**src/rtl/video_stream_monitor_if.sv**
```systemverilog
// Pixel stream bundle between the video output stage (master) and the monitor (slave).
// Latency: n/a (wires only).
// Backpressure: none; the stream advances one pixel per clock unconditionally.
interface video_stream_monitor_if;
  logic [3:0] vid_r;
  logic [3:0] vid_g;
  logic [3:0] vid_b;
  logic       vid_de;
  logic       vid_hsync;
  logic       vid_vsync;

  modport master (
    output vid_r, vid_g, vid_b, vid_de, vid_hsync, vid_vsync
  );

  modport slave (
    input  vid_r, vid_g, vid_b, vid_de, vid_hsync, vid_vsync
  );
endinterface

```
**src/rtl/video_stream_monitor.sv**
```systemverilog
// Frame timing / CRC monitor on the RGB444 output stream; results latched per frame for readback.
// Latency: frame_done and res_* update 2 clk after the vsync leading edge reaches the input pins.
// Backpressure: none, always accepts a pixel per clock. Optional line capture: VIDEO_MON_LINECAP_EN.
module video_stream_monitor #(
  parameter bit          HSYNC_ACT_LOW = 1'b1,
  parameter bit          VSYNC_ACT_LOW = 1'b1,
  parameter int          CNT_W         = 11,
  parameter logic [15:0] CRC_INIT      = 16'hFFFF
) (
  input  logic                 clk,
  input  logic                 reset,
  video_stream_monitor_if.slave vid,
  input  logic                 err_clr,
  output logic                 frame_done,
  output logic [CNT_W-1:0]     res_htotal,
  output logic [CNT_W-1:0]     res_vtotal,
  output logic [CNT_W-1:0]     res_width,
  output logic [CNT_W-1:0]     res_height,
  output logic [15:0]          res_crc,
  output logic                 locked,
  output logic                 err_linelen
`ifdef VIDEO_MON_LINECAP_EN
  ,
  input  logic [CNT_W-1:0]     cap_line,
  input  logic [8:0]           cap_addr,
  output logic [11:0]          cap_rddata
`endif
);

  localparam logic [CNT_W-1:0] ONE = {{(CNT_W-1){1'b0}}, 1'b1};

  typedef enum logic {ST_IDLE, ST_RUN} state_e;

  // Saturating increment: counters stick at all-ones instead of wrapping.
  function automatic logic [CNT_W-1:0] sat_inc(input logic [CNT_W-1:0] v);
    return (&v) ? v : v + ONE;
  endfunction

  // CRC-16-CCITT (poly 0x1021), MSB-first over one 12-bit pixel.
  function automatic logic [15:0] crc12(input logic [15:0] c, input logic [11:0] d);
    logic [15:0] r;
    logic        fb;
    r = c;
    for (int i = 11; i >= 0; i--) begin
      fb = r[15] ^ d[i];
      r  = {r[14:0], 1'b0} ^ (fb ? 16'h1021 : 16'h0000);
    end
    return r;
  endfunction

  state_e state_q, state_d;

  // Input stage
  logic [11:0] pix_q, pix_d;
  logic de_q, de_d, hs_q, hs_d, vs_q, vs_d;
  logic de_prev_q, de_prev_d, hs_prev_q, hs_prev_d, vs_prev_q, vs_prev_d;
  logic hs_edge, vs_edge;

  // Frame accumulators
  logic [CNT_W-1:0] hcnt_q, hcnt_d, htot_q, htot_d, vcnt_q, vcnt_d;
  logic [CNT_W-1:0] run_q, run_d, width_q, width_d, height_q, height_d;
  logic hs_seen_q, hs_seen_d, width_set_q, width_set_d, line_de_q, line_de_d;
  logic [15:0] crc_q, crc_d;

  // Results
  logic frame_done_q, frame_done_d;
  logic [CNT_W-1:0] res_htotal_q, res_htotal_d, res_vtotal_q, res_vtotal_d;
  logic [CNT_W-1:0] res_width_q, res_width_d, res_height_q, res_height_d;
  logic [15:0] res_crc_q, res_crc_d;
  logic locked_q, locked_d, err_q, err_d, prev_vld_q, prev_vld_d;
  logic [1:0] match_cnt_q, match_cnt_d;
  logic [4*CNT_W-1:0] prev_q, prev_d, timing_now;

  // Per-cycle decode
  logic acc_en, frame_close, run_end, err_set, cur_line_de, new_line;
  logic [CNT_W-1:0] fin_width;

  // Register the raw stream once and normalise both syncs to active-high.
  always_comb begin
    pix_d     = {vid.vid_r, vid.vid_g, vid.vid_b};
    de_d      = vid.vid_de;
    hs_d      = HSYNC_ACT_LOW ? ~vid.vid_hsync : vid.vid_hsync;
    vs_d      = VSYNC_ACT_LOW ? ~vid.vid_vsync : vid.vid_vsync;
    de_prev_d = de_q;
    hs_prev_d = hs_q;
    vs_prev_d = vs_q;
  end

  assign hs_edge = hs_q & ~hs_prev_q;
  assign vs_edge = vs_q & ~vs_prev_q;

  // FSM state register.
  always_ff @(posedge clk or posedge reset) begin
    if (reset) state_q <= ST_IDLE;
    else       state_q <= state_d;
  end

  // FSM next state: the first vsync edge only arms; later ones close a frame.
  always_comb begin
    state_d     = state_q;
    frame_close = 1'b0;
    acc_en      = vs_edge;
    case (state_q)
      ST_IDLE: if (vs_edge) state_d = ST_RUN;
      ST_RUN: begin
        acc_en      = 1'b1;
        frame_close = vs_edge;
      end
      default: state_d = ST_IDLE;
    endcase
  end

  // Frame accumulators; a vsync edge cycle restarts them with that cycle's events included.
  always_comb begin
    hcnt_d      = hcnt_q;
    htot_d      = htot_q;
    vcnt_d      = vcnt_q;
    run_d       = run_q;
    width_d     = width_q;
    height_d    = height_q;
    hs_seen_d   = hs_seen_q;
    width_set_d = width_set_q;
    line_de_d   = line_de_q;
    crc_d       = crc_q;
    run_end     = 1'b0;
    err_set     = 1'b0;
    cur_line_de = 1'b0;
    new_line    = 1'b0;
    if (!acc_en) begin
      hcnt_d      = '0;
      htot_d      = '0;
      vcnt_d      = '0;
      run_d       = '0;
      width_d     = '0;
      height_d    = '0;
      hs_seen_d   = 1'b0;
      width_set_d = 1'b0;
      line_de_d   = 1'b0;
      crc_d       = CRC_INIT;
    end else begin
      // Line length: counter restarts at 1 on each hsync edge.
      hcnt_d = hs_edge ? ONE : sat_inc(hcnt_q);
      if (hs_edge) begin
        if (hs_seen_q) htot_d = hcnt_q;
        hs_seen_d = 1'b1;
        vcnt_d    = sat_inc(vcnt_q);
      end
      // DE runs: run_q still holds the finished run length on the falling cycle.
      run_end = de_prev_q & ~de_q;
      run_d   = de_q ? (de_prev_q ? sat_inc(run_q) : ONE) : '0;
      if (run_end) begin
        if (!width_set_q) begin
          width_d     = run_q;
          width_set_d = 1'b1;
        end else if (run_q != width_q) begin
          err_set = 1'b1;
        end
      end
      // A line counts toward height on its first DE cycle.
      cur_line_de = hs_edge ? 1'b0 : line_de_q;
      new_line    = de_q & ~cur_line_de;
      line_de_d   = cur_line_de | de_q;
      if (new_line) height_d = sat_inc(height_q);
      if (de_q) crc_d = crc12(crc_q, pix_q);
      // New frame: events of the edge cycle belong to it.
      if (vs_edge) begin
        htot_d      = '0;
        hs_seen_d   = hs_edge;
        vcnt_d      = hs_edge ? ONE : '0;
        run_d       = de_q ? ONE : '0;
        width_d     = '0;
        width_set_d = 1'b0;
        line_de_d   = de_q;
        height_d    = de_q ? ONE : '0;
        crc_d       = de_q ? crc12(CRC_INIT, pix_q) : CRC_INIT;
      end
    end
  end

  // Latch results at frame close, track lock, and keep the sticky line-length error.
  always_comb begin
    frame_done_d = 1'b0;
    res_htotal_d = res_htotal_q;
    res_vtotal_d = res_vtotal_q;
    res_width_d  = res_width_q;
    res_height_d = res_height_q;
    res_crc_d    = res_crc_q;
    locked_d     = locked_q;
    match_cnt_d  = match_cnt_q;
    prev_d       = prev_q;
    prev_vld_d   = prev_vld_q;
    // A run that ends on the edge cycle still belongs to the closing frame.
    fin_width    = width_set_q ? width_q : (run_end ? run_q : '0);
    timing_now   = {htot_q, vcnt_q, fin_width, height_q};
    err_d        = err_set ? 1'b1 : (err_clr ? 1'b0 : err_q);
    if (frame_close) begin
      frame_done_d = 1'b1;
      res_htotal_d = htot_q;
      res_vtotal_d = vcnt_q;
      res_width_d  = fin_width;
      res_height_d = height_q;
      res_crc_d    = crc_q;
      if (prev_vld_q && (timing_now == prev_q))
        match_cnt_d = (match_cnt_q == 2'd2) ? 2'd2 : match_cnt_q + 2'd1;
      else
        match_cnt_d = 2'd0;
      locked_d   = (match_cnt_d == 2'd2);
      prev_d     = timing_now;
      prev_vld_d = 1'b1;
    end
  end

  // Datapath registers.
  always_ff @(posedge clk or posedge reset) begin
    if (reset) begin
      pix_q        <= '0;
      de_q         <= 1'b0;
      hs_q         <= 1'b0;
      vs_q         <= 1'b0;
      de_prev_q    <= 1'b0;
      hs_prev_q    <= 1'b0;
      vs_prev_q    <= 1'b0;
      hcnt_q       <= '0;
      htot_q       <= '0;
      vcnt_q       <= '0;
      run_q        <= '0;
      width_q      <= '0;
      height_q     <= '0;
      hs_seen_q    <= 1'b0;
      width_set_q  <= 1'b0;
      line_de_q    <= 1'b0;
      crc_q        <= CRC_INIT;
      frame_done_q <= 1'b0;
      res_htotal_q <= '0;
      res_vtotal_q <= '0;
      res_width_q  <= '0;
      res_height_q <= '0;
      res_crc_q    <= '0;
      locked_q     <= 1'b0;
      match_cnt_q  <= 2'd0;
      prev_q       <= '0;
      prev_vld_q   <= 1'b0;
      err_q        <= 1'b0;
    end else begin
      pix_q        <= pix_d;
      de_q         <= de_d;
      hs_q         <= hs_d;
      vs_q         <= vs_d;
      de_prev_q    <= de_prev_d;
      hs_prev_q    <= hs_prev_d;
      vs_prev_q    <= vs_prev_d;
      hcnt_q       <= hcnt_d;
      htot_q       <= htot_d;
      vcnt_q       <= vcnt_d;
      run_q        <= run_d;
      width_q      <= width_d;
      height_q     <= height_d;
      hs_seen_q    <= hs_seen_d;
      width_set_q  <= width_set_d;
      line_de_q    <= line_de_d;
      crc_q        <= crc_d;
      frame_done_q <= frame_done_d;
      res_htotal_q <= res_htotal_d;
      res_vtotal_q <= res_vtotal_d;
      res_width_q  <= res_width_d;
      res_height_q <= res_height_d;
      res_crc_q    <= res_crc_d;
      locked_q     <= locked_d;
      match_cnt_q  <= match_cnt_d;
      prev_q       <= prev_d;
      prev_vld_q   <= prev_vld_d;
      err_q        <= err_d;
    end
  end

  assign frame_done  = frame_done_q;
  assign res_htotal  = res_htotal_q;
  assign res_vtotal  = res_vtotal_q;
  assign res_width   = res_width_q;
  assign res_height  = res_height_q;
  assign res_crc     = res_crc_q;
  assign locked      = locked_q;
  assign err_linelen = err_q;

`ifdef VIDEO_MON_LINECAP_EN
  logic [11:0]      cap_mem_q [512];
  logic [11:0]      cap_rd_q;
  logic [CNT_W-1:0] base_h, cur_idx;
  logic [31:0]      pix_idx;
  logic             cap_we;
  logic [8:0]       cap_wa;

  // Select pixels of the requested active line; index within the run is the buffer address.
  always_comb begin
    base_h  = vs_edge ? '0 : height_q;
    cur_idx = new_line ? base_h : base_h - ONE;
    pix_idx = 32'(run_d) - 32'd1;
    cap_we  = acc_en && de_q && (cur_idx == cap_line) && (pix_idx < 32'd512);
    cap_wa  = pix_idx[8:0];
  end

  // Capture buffer with registered read port.
  always_ff @(posedge clk or posedge reset) begin
    if (reset) begin
      for (int i = 0; i < 512; i++) cap_mem_q[i] <= '0;
      cap_rd_q <= '0;
    end else begin
      if (cap_we) cap_mem_q[cap_wa] <= pix_q;
      cap_rd_q <= cap_mem_q[cap_addr];
    end
  end

  assign cap_rddata = cap_rd_q;
`endif

endmodule
```
**src/flat_wrapper.sv**
```systemverilog
// flat-port wrapper written by rule: the top's interface ports become plain ports
module video_stream_monitor_flat 
#(
  parameter bit          HSYNC_ACT_LOW = 1'b1,
  parameter bit          VSYNC_ACT_LOW = 1'b1,
  parameter int          CNT_W         = 11,
  parameter logic [15:0] CRC_INIT      = 16'hFFFF
)
  (clk, reset, err_clr, frame_done, res_htotal, res_vtotal, res_width, res_height, res_crc, locked, err_linelen, vid_vid_r, vid_vid_g, vid_vid_b, vid_vid_de, vid_vid_hsync, vid_vid_vsync);
  video_stream_monitor_if vid_i ();
  input  logic clk;
  input  logic reset;
  input  logic err_clr;
  output logic frame_done;
  output logic [CNT_W-1:0] res_htotal;
  output logic [CNT_W-1:0] res_vtotal;
  output logic [CNT_W-1:0] res_width;
  output logic [CNT_W-1:0] res_height;
  output logic [15:0] res_crc;
  output logic locked;
  output logic err_linelen;
  input wire logic [$bits(vid_i.vid_r)-1:0] vid_vid_r;
  input wire logic [$bits(vid_i.vid_g)-1:0] vid_vid_g;
  input wire logic [$bits(vid_i.vid_b)-1:0] vid_vid_b;
  input wire logic [$bits(vid_i.vid_de)-1:0] vid_vid_de;
  input wire logic [$bits(vid_i.vid_hsync)-1:0] vid_vid_hsync;
  input wire logic [$bits(vid_i.vid_vsync)-1:0] vid_vid_vsync;
  assign vid_i.vid_r = vid_vid_r;
  assign vid_i.vid_g = vid_vid_g;
  assign vid_i.vid_b = vid_vid_b;
  assign vid_i.vid_de = vid_vid_de;
  assign vid_i.vid_hsync = vid_vid_hsync;
  assign vid_i.vid_vsync = vid_vid_vsync;
  video_stream_monitor #(.HSYNC_ACT_LOW(HSYNC_ACT_LOW), .VSYNC_ACT_LOW(VSYNC_ACT_LOW), .CNT_W(CNT_W), .CRC_INIT(CRC_INIT)) u_core (.clk(clk), .reset(reset), .vid(vid_i), .err_clr(err_clr), .frame_done(frame_done), .res_htotal(res_htotal), .res_vtotal(res_vtotal), .res_width(res_width), .res_height(res_height), .res_crc(res_crc), .locked(locked), .err_linelen(err_linelen));
endmodule
```
**config.mk**
```make
export PLATFORM = sky130hd
export DESIGN_NAME = video_stream_monitor_flat
export DESIGN_NICKNAME = d
export VERILOG_FILES = /design/src/rtl/video_stream_monitor_if.sv /design/src/rtl/video_stream_monitor.sv /design/src/flat_wrapper.sv
export SDC_FILE = /design/constraint.sdc
export NUM_CORES = 1
export LEC_CHECK = 0
export BUFFER_PORTS_ARGS = -buffer_cell sky130_fd_sc_hd__buf_2
export CAP_MARGIN = 20
export CORE_ASPECT_RATIO = 0.9
export CORE_MARGIN = 1.5
export CORE_UTILIZATION = 59
export DETAILED_ROUTE_END_ITERATION = 10
export GPL_TIMING_DRIVEN = 1
export PLACE_DENSITY = 0.89
export SLEW_MARGIN = 40
export SYNTH_ARGS = -nofsm -noshare
export SYNTH_HDL_FRONTEND = slang
export SYNTH_SLANG_ARGS = --single-unit
```
**constraint.sdc**
```tcl
create_clock -name clk -period 6.55 [get_ports clk]
set_clock_uncertainty 0.2 [all_clocks]
set_input_delay 1.31 -clock clk [delete_from_list [all_inputs] [get_ports clk]]
set_output_delay 1.31 -clock clk [all_outputs]
set_load 0.05 [all_outputs]
```
==> results_dict.tcl, run 1 <==
set metrics [dict create \
    status "finished clean" \
    dr.pass1.iters 6 \
    peakVddDrop_uv 477.0 \
    synth_edf_count 0 \
    drc 0 \
    grt_pass1_wl_mm 29.90 \
    cts_tree "built" \
    ys_top_cells_by_area "dfrtp_1, xnor2_1, nand2_1" \
    crit_chain "nand3b_1, buf_4, clkinv_1, buf_4, mux2_2" \
    cts_sinks 170 \
    cpPeakStageDelay_ns 0.75 \
    dpl.hpwl_mm 12.06 \
    drt-total-wl_mm 17.90 \
    ios 81 \
    synth_top_area_share_pct 47.73 \
    tns_ns 0 \
    ctsRootBufferMaster "clkbuf_16" \
    synth_cell_types 43 \
    num_vias 6166 \
    yosysSeqAreaShare_pct 52.94 \
    gp_congestion 0.8745 \
    path_clk_slew_ns 0.07 \
    vias_per_cell 5.752 \
    rrSetupSlack_ns 3.13 \
    die_h_um 114.0 \
    regArea_mm2 0.004274 \
    fillCellCount 932 \
    crit_type "reg -> reg" \
    multi_input_comb_area_mm2 0.003628 \
    first_iter_violations 627 \
    placementRows 40 \
    yosys_warnings 0 \
    p_leak_uw 0.004303 \
    min_period_ns 3.422 \
    maxCapViolCount 0 \
    die_area_mm2 0.01440 \
    die_w_um 126.3 \
    synth_nets 843 \
    tightest_slew_ns 0.7768 \
    finalSetupViolCount 0 \
    grt_pass1_vias 6055 \
    synth_area_leader_cell "dfrtp_1" \
    antenna_found_initial 0 \
    fmax_ghz 0.2922 \
    grt_overflow_total 0 \
    end_kind "register" \
    async_flop_share_pct 100.0 \
    final_common_cell "nand2_1" \
    cts_buffer_depth 2 \
    synthCells 820 \
    final_cell_mix "nand2_1, dfrtp_1, xnor2_1" \
    power_density_mw_per_mm2 361.8 \
    cts_inserted_buffers 17 \
    rsz0062_at_grt "no" \
    start_util_pct 60.42 \
    hold_viol 0 \
    area_growth_pct 13.99 \
    cts.repair.resized 0 \
    syn-cell-area_mm2 0.008074 \
    ant_nets 0 \
    port_buffers 80 \
    cp_max_fo 42 \
    slew_headroom_pct 47.89 \
    hold_ws_ns 0.2303 \
    cp_common_cell "buf_4" \
    fin_crit_sh_pct 52.24 \
    synth_area_per_cell_um2 9.846 \
    antenna_cells 0 \
    slew_violations 0 \
    critical_path.slowest_cell "clkinv_1" \
    synth_ff_type "dfrtp_1" \
    required_ns 6.66 \
    grt_usage_pct 26.35 \
    core_area_mm2 0.01336 \
    grt_max_degree 122 \
    start_kind "register" \
    cts_hold_buf 0 \
    hold_class "reg -> reg" \
    drive_above_1_share_pct 17.26 \
    htree_levels 4 \
    ys_seq_elements 170 \
    fin_nets 914 \
    clkLatencyLatePin_ns 0.42 \
    post_cts_buffers 0 \
    worst_ep_arrival_time_ns 3.53 \
    avgRoutedWirePerCell_um 16.70 \
]
==> cell families after synthesis <==
family / Yosys count / share of synthesized area [%]
AO/OA/AOI/OAI: 101 / 7.237
XOR/XNOR: 138 / 15.06
adder cells (fa/ha/maj): 5 / 0.7748
buffers and inverters: 46 / 2.185
flip-flops: 170 / 52.94
multiplexers: 22 / 3.022
AND/OR/NAND/NOR: 338 / 18.78
==> metrics by stage <==
| stage | instance area [µm²] | instances | setup slack [ns] | power, µW | util (%) |
|---|---|---|---|---|---|
| 2_1_floorplan | 8074 | 820 | 0.4630 | 2110 | - |
| 3_3_place_gp | 8600 | 1040 | 3.266 | 2295 | 64.35 |
| 6_report | 9204 | 1072 | 3.128 | 3330 | 68.88 |
| 5_1_grt | 9204 | 1072 | 2.889 | 3482 | 68.88 |
| 4_1_cts | 9194 | 1072 | 3.131 | 3338 | 68.80 |
| 3_5_place_dp | 8602 | 1040 | 3.165 | 2326 | 64.37 |
==> power breakdown <==
| group | internal [µW] | switching (µW) | total, µW |
|---|---|---|---|
| registers | 1220 | 149 | 1370 |
| clock network | 594 | 408 | 1000 |
| logic | 368 | 591 | 959 |
| total | 2180 | 1150 | 3330 |
==> metal layers <==
metal | track usage, % | vias to the layer above | share of wire, %
li1 | - | 2881 | -
met1 | 36.70 | 3014 | 44
met2 | 41.90 | 241 | 48
met3 | 5.863 | 30 | 6.4
met4 | 7.969 | 0 | 1.6
met5 | 0 | - | 0
==> worst max-delay path: cells and delay by family, from the launching register on <==
family	cells	cell delay (ns)
buf+inv	3	1.77
simple gates	1	0.57
flops	1	0.44
mux	1	0.32
==> registers in the layout, indices dropped and copies added (netlist names), 2 cells and up <==
| register | flops |
|---|---|
| u_core.crc_q | 16 |
| u_core.res_crc | 16 |
| u_core.vcnt_q | 11 |
| u_core.width_q | 11 |
| u_core.pix_q | 12 |
| u_core.htot_q | 11 |
| u_core.hcnt_q | 11 |
| u_core.height_q | 11 |
| u_core.match_cnt_q | 2 |
| u_core.run_q | 11 |
| u_core.prev_q | 43 |
==> Yosys cell counts (15+ instances only) <==
cell      count
clkbuf_1     27
xor2_1       52
o21ai_0      31
nor2_1       50
dfstp_2      16
dfrtp_1     154
nand2_1     194
mux2_2       19
xnor2_1      85
a21oi_1      35
nand4_1      25
nand3_1      15
==> worst paths after layout <==
check | endpoint | startpoint | cells past startpoint
hold / removal | u_core.vs_prev_q$_DFF_PP0_ | u_core.vs_prev_d$_DFF_PP0_ | 0
min in group asynchronous | u_core.pix_q[2]$_DFF_PP0_ | reset | 2
setup / recovery | u_core.prev_q[12]$_DFFE_PP0P_ | u_core.state_q$_DFF_PP0_ | 5
hold reg to reg | u_core.vs_prev_q$_DFF_PP0_ | u_core.vs_prev_d$_DFF_PP0_ | 0
max in group asynchronous | u_core.height_q[9]$_DFFE_PP0P_ | reset | 3
setup reg to reg | u_core.prev_q[12]$_DFFE_PP0P_ | u_core.state_q$_DFF_PP0_ | 5
==> area by class of cell <==
cell class	count	area share [%]
Clock buffer	23	5.193
Sequential cell	170	46.44
Inverter	13	0.6661
Multi-Input combinational cell	604	39.42
Clock inverter	9	1.237
Tap cell	168	2.284
Timing Repair Buffer	85	4.758
Power figures use the tool's default switching activity.
==> run 2: changes to the inputs <==
==> constraint.sdc (replaced) <==
create_clock -name clk -period 3.5 [get_ports clk]
set_clock_uncertainty 0.2 [all_clocks]
set_input_delay 0.7 -clock clk [delete_from_list [all_inputs] [get_ports clk]]
set_output_delay 0.7 -clock clk [all_outputs]
set_load 0.05 [all_outputs]
==> run 2 against run 1 <==
Critical endpoint is now u_core.match_cnt_q[0]$_DFFE_PP0P_. Register-to-register slack worse by 2.5 ns. Cell area is 0.37% higher. Sequential cell count stayed put. Largest cell class unchanged. Power is 86% higher. Die area stayed put.
==> results_dict.tcl, run 2 (synthesized netlist as in run 1, its figures left out) <==
set metrics [dict create \
    vias_per_cell 5.768 \
    rrSetupSlack_ns 0.65 \
    num_vias 6218 \
    slew_headroom_pct 46.76 \
    cts_inserted_buffers 17 \
    crit_type "reg -> reg" \
    die_w_um 126.3 \
    grt_usage_pct 26.52 \
    cts_buffer_depth 2 \
    dpl.cell_count 1045 \
    ant_nets 0 \
    hold_viol 0 \
    dpl.hpwl_mm 11.86 \
    place_area_mm2 0.008661 \
    path_clk_slew_ns 0.06 \
    ctsRootBufferMaster "clkbuf_16" \
    slew_violations 0 \
    gp_congestion 0.8540 \
    htree_levels 4 \
    grt_pass1_wl_mm 29.90 \
    ios 81 \
    start_util_pct 60.42 \
    status "finished clean" \
    crit_chain "nor2b_1, nor2_1, o21ai_0, xor2_1, or4_4, o32ai_1" \
    regArea_mm2 0.004274 \
    clkLatencyLatePin_ns 0.43 \
    top_register "u_core.prev_q" \
    final_cell_mix "nand2_1, dfrtp_1, xnor2_1" \
    multi_input_comb_area_mm2 0.003623 \
    final_common_cell "nand2_1" \
    tns_ns 0 \
    fmax_ghz 0.3512 \
    grt_max_degree 130 \
    maxCapViolCount 0 \
    rsz0062_at_grt "no" \
    required_ns 3.62 \
    port_buffers 80 \
    placementRows 40 \
    antenna_cells 0 \
    area_growth_pct 14.41 \
    dr.pass1.iters 5 \
    drc 0 \
    hold_ws_ns 0.1733 \
    tightest_slew_ns 0.7966 \
    antenna_found_initial 0 \
    start_kind "register" \
    grt_overflow_total 0 \
    peakVddDrop_uv 665.2 \
    hold_class "in -> reg" \
    core_area_mm2 0.01336 \
    cts_tree "built" \
    final_cell_count_no_fill 1078 \
    drive_above_1_share_pct 17.25 \
    fin_nets 920 \
    drt-total-wl_mm 17.98 \
    end_kind "register" \
    fin_crit_sh_pct 81.35 \
    min_period_ns 2.847 \
    critical_path.slowest_cell "nor2_1" \
    cpPeakStageDelay_ns 0.60 \
    cp_max_fo 13 \
    final_area_mm2 0.009238 \
    die_h_um 114.0 \
    fillCellCount 952 \
    power_density_mw_per_mm2 669.7 \
    avgRoutedWirePerCell_um 16.68 \
    cts_sinks 170 \
    first_iter_violations 556 \
    p_leak_uw 0.004326 \
    grt_pass1_vias 6022 \
    finalSetupViolCount 0 \
    largest_reg_flops 43 \
    worst_ep_arrival_time_ns 2.97 \
    die_area_mm2 0.01440 \
]
==> run 2: cell types whose count changed in the layout (fill, tap and decap cells not counted), sizes merged <==
cell         change
inv              -1
clkbuf           +1
dlygate4sd3      +1
buf              +5
==> run 2: power by group <==
part           total (µW)  switching (µW)  internal (µW)
sequential           2550             270           2280
combinational        1800            1100            697
clock                1830             749           1080
total                6190            2120           4070
==> run 2: critical path, delay by kind of cell (launching register included) <==
family                    cells  cell delay (ns)
AOI/OAI and AO/OA             2             0.62
xor gates and xnor gates      1             0.20
DFF                           1             0.42
and+or+nand+nor               3             1.31
==> run 2: per-layer routing <==
| metal | GRT usage [%] | share of wire, % | wire, µm | vias up |
|---|---|---|---|---|
| met5 | 0 | 0 | 0 | - |
| met4 | 8.199 | 1.9 | 340 | 0 |
| met3 | 6.098 | 5.7 | 1032 | 36 |
| met2 | 43.00 | 49 | 8758 | 227 |
| met1 | 36.03 | 44 | 7850 | 3064 |
| li1 | - | - | - | 2891 |
==> run 2: through the flow <==
step                      setup WS, ns  power, µW  util (%)
after floorplan                 0.4443       3950         -
after global placement          0.8311       4294     64.81
after detailed placement        0.7338       4350     64.81
after CTS                       0.6704       6204     69.13
after global routing            0.4945       6478     69.13
final                           0.6527       6186     69.13
==> run 2: final cells by class <==
type                    instances  share of cell area, %
flip-flops and latches        170                  46.27
multi-input cells             604                  39.23
repair buffers                 91                  5.526
clock buffers                  24                  5.106
well taps                     168                  2.276
clock inverters                 8                  1.029
inverters                      13                 0.5689
==> run 2: final timing paths <==
| kind | start | cells past startpoint | end |
|---|---|---|---|
| max | u_core.vs_prev_d$_DFF_PP0_ | 6 | u_core.match_cnt_q[0]$_DFFE_PP0P_ |
| min | vid_vid_r[0] | 1 | u_core.pix_q[8]$_DFF_PP0_ |
| max reg2reg | u_core.vs_prev_d$_DFF_PP0_ | 6 | u_core.match_cnt_q[0]$_DFFE_PP0P_ |
| min reg2reg | u_core.vs_prev_d$_DFF_PP0_ | 0 | u_core.vs_prev_q$_DFF_PP0_ |
| max in group asynchronous | reset | 4 | u_core.prev_q[19]$_DFFE_PP0P_ |
| min in group asynchronous | reset | 3 | u_core.res_crc[6]$_DFFE_PP0P_ |
==> run 2: repair_timing <==
action	CTS	global route
endpoints found under the hold margin	4	0
gates resized for setup	0	0
hold buffers	1	0
setup buffers	0	0
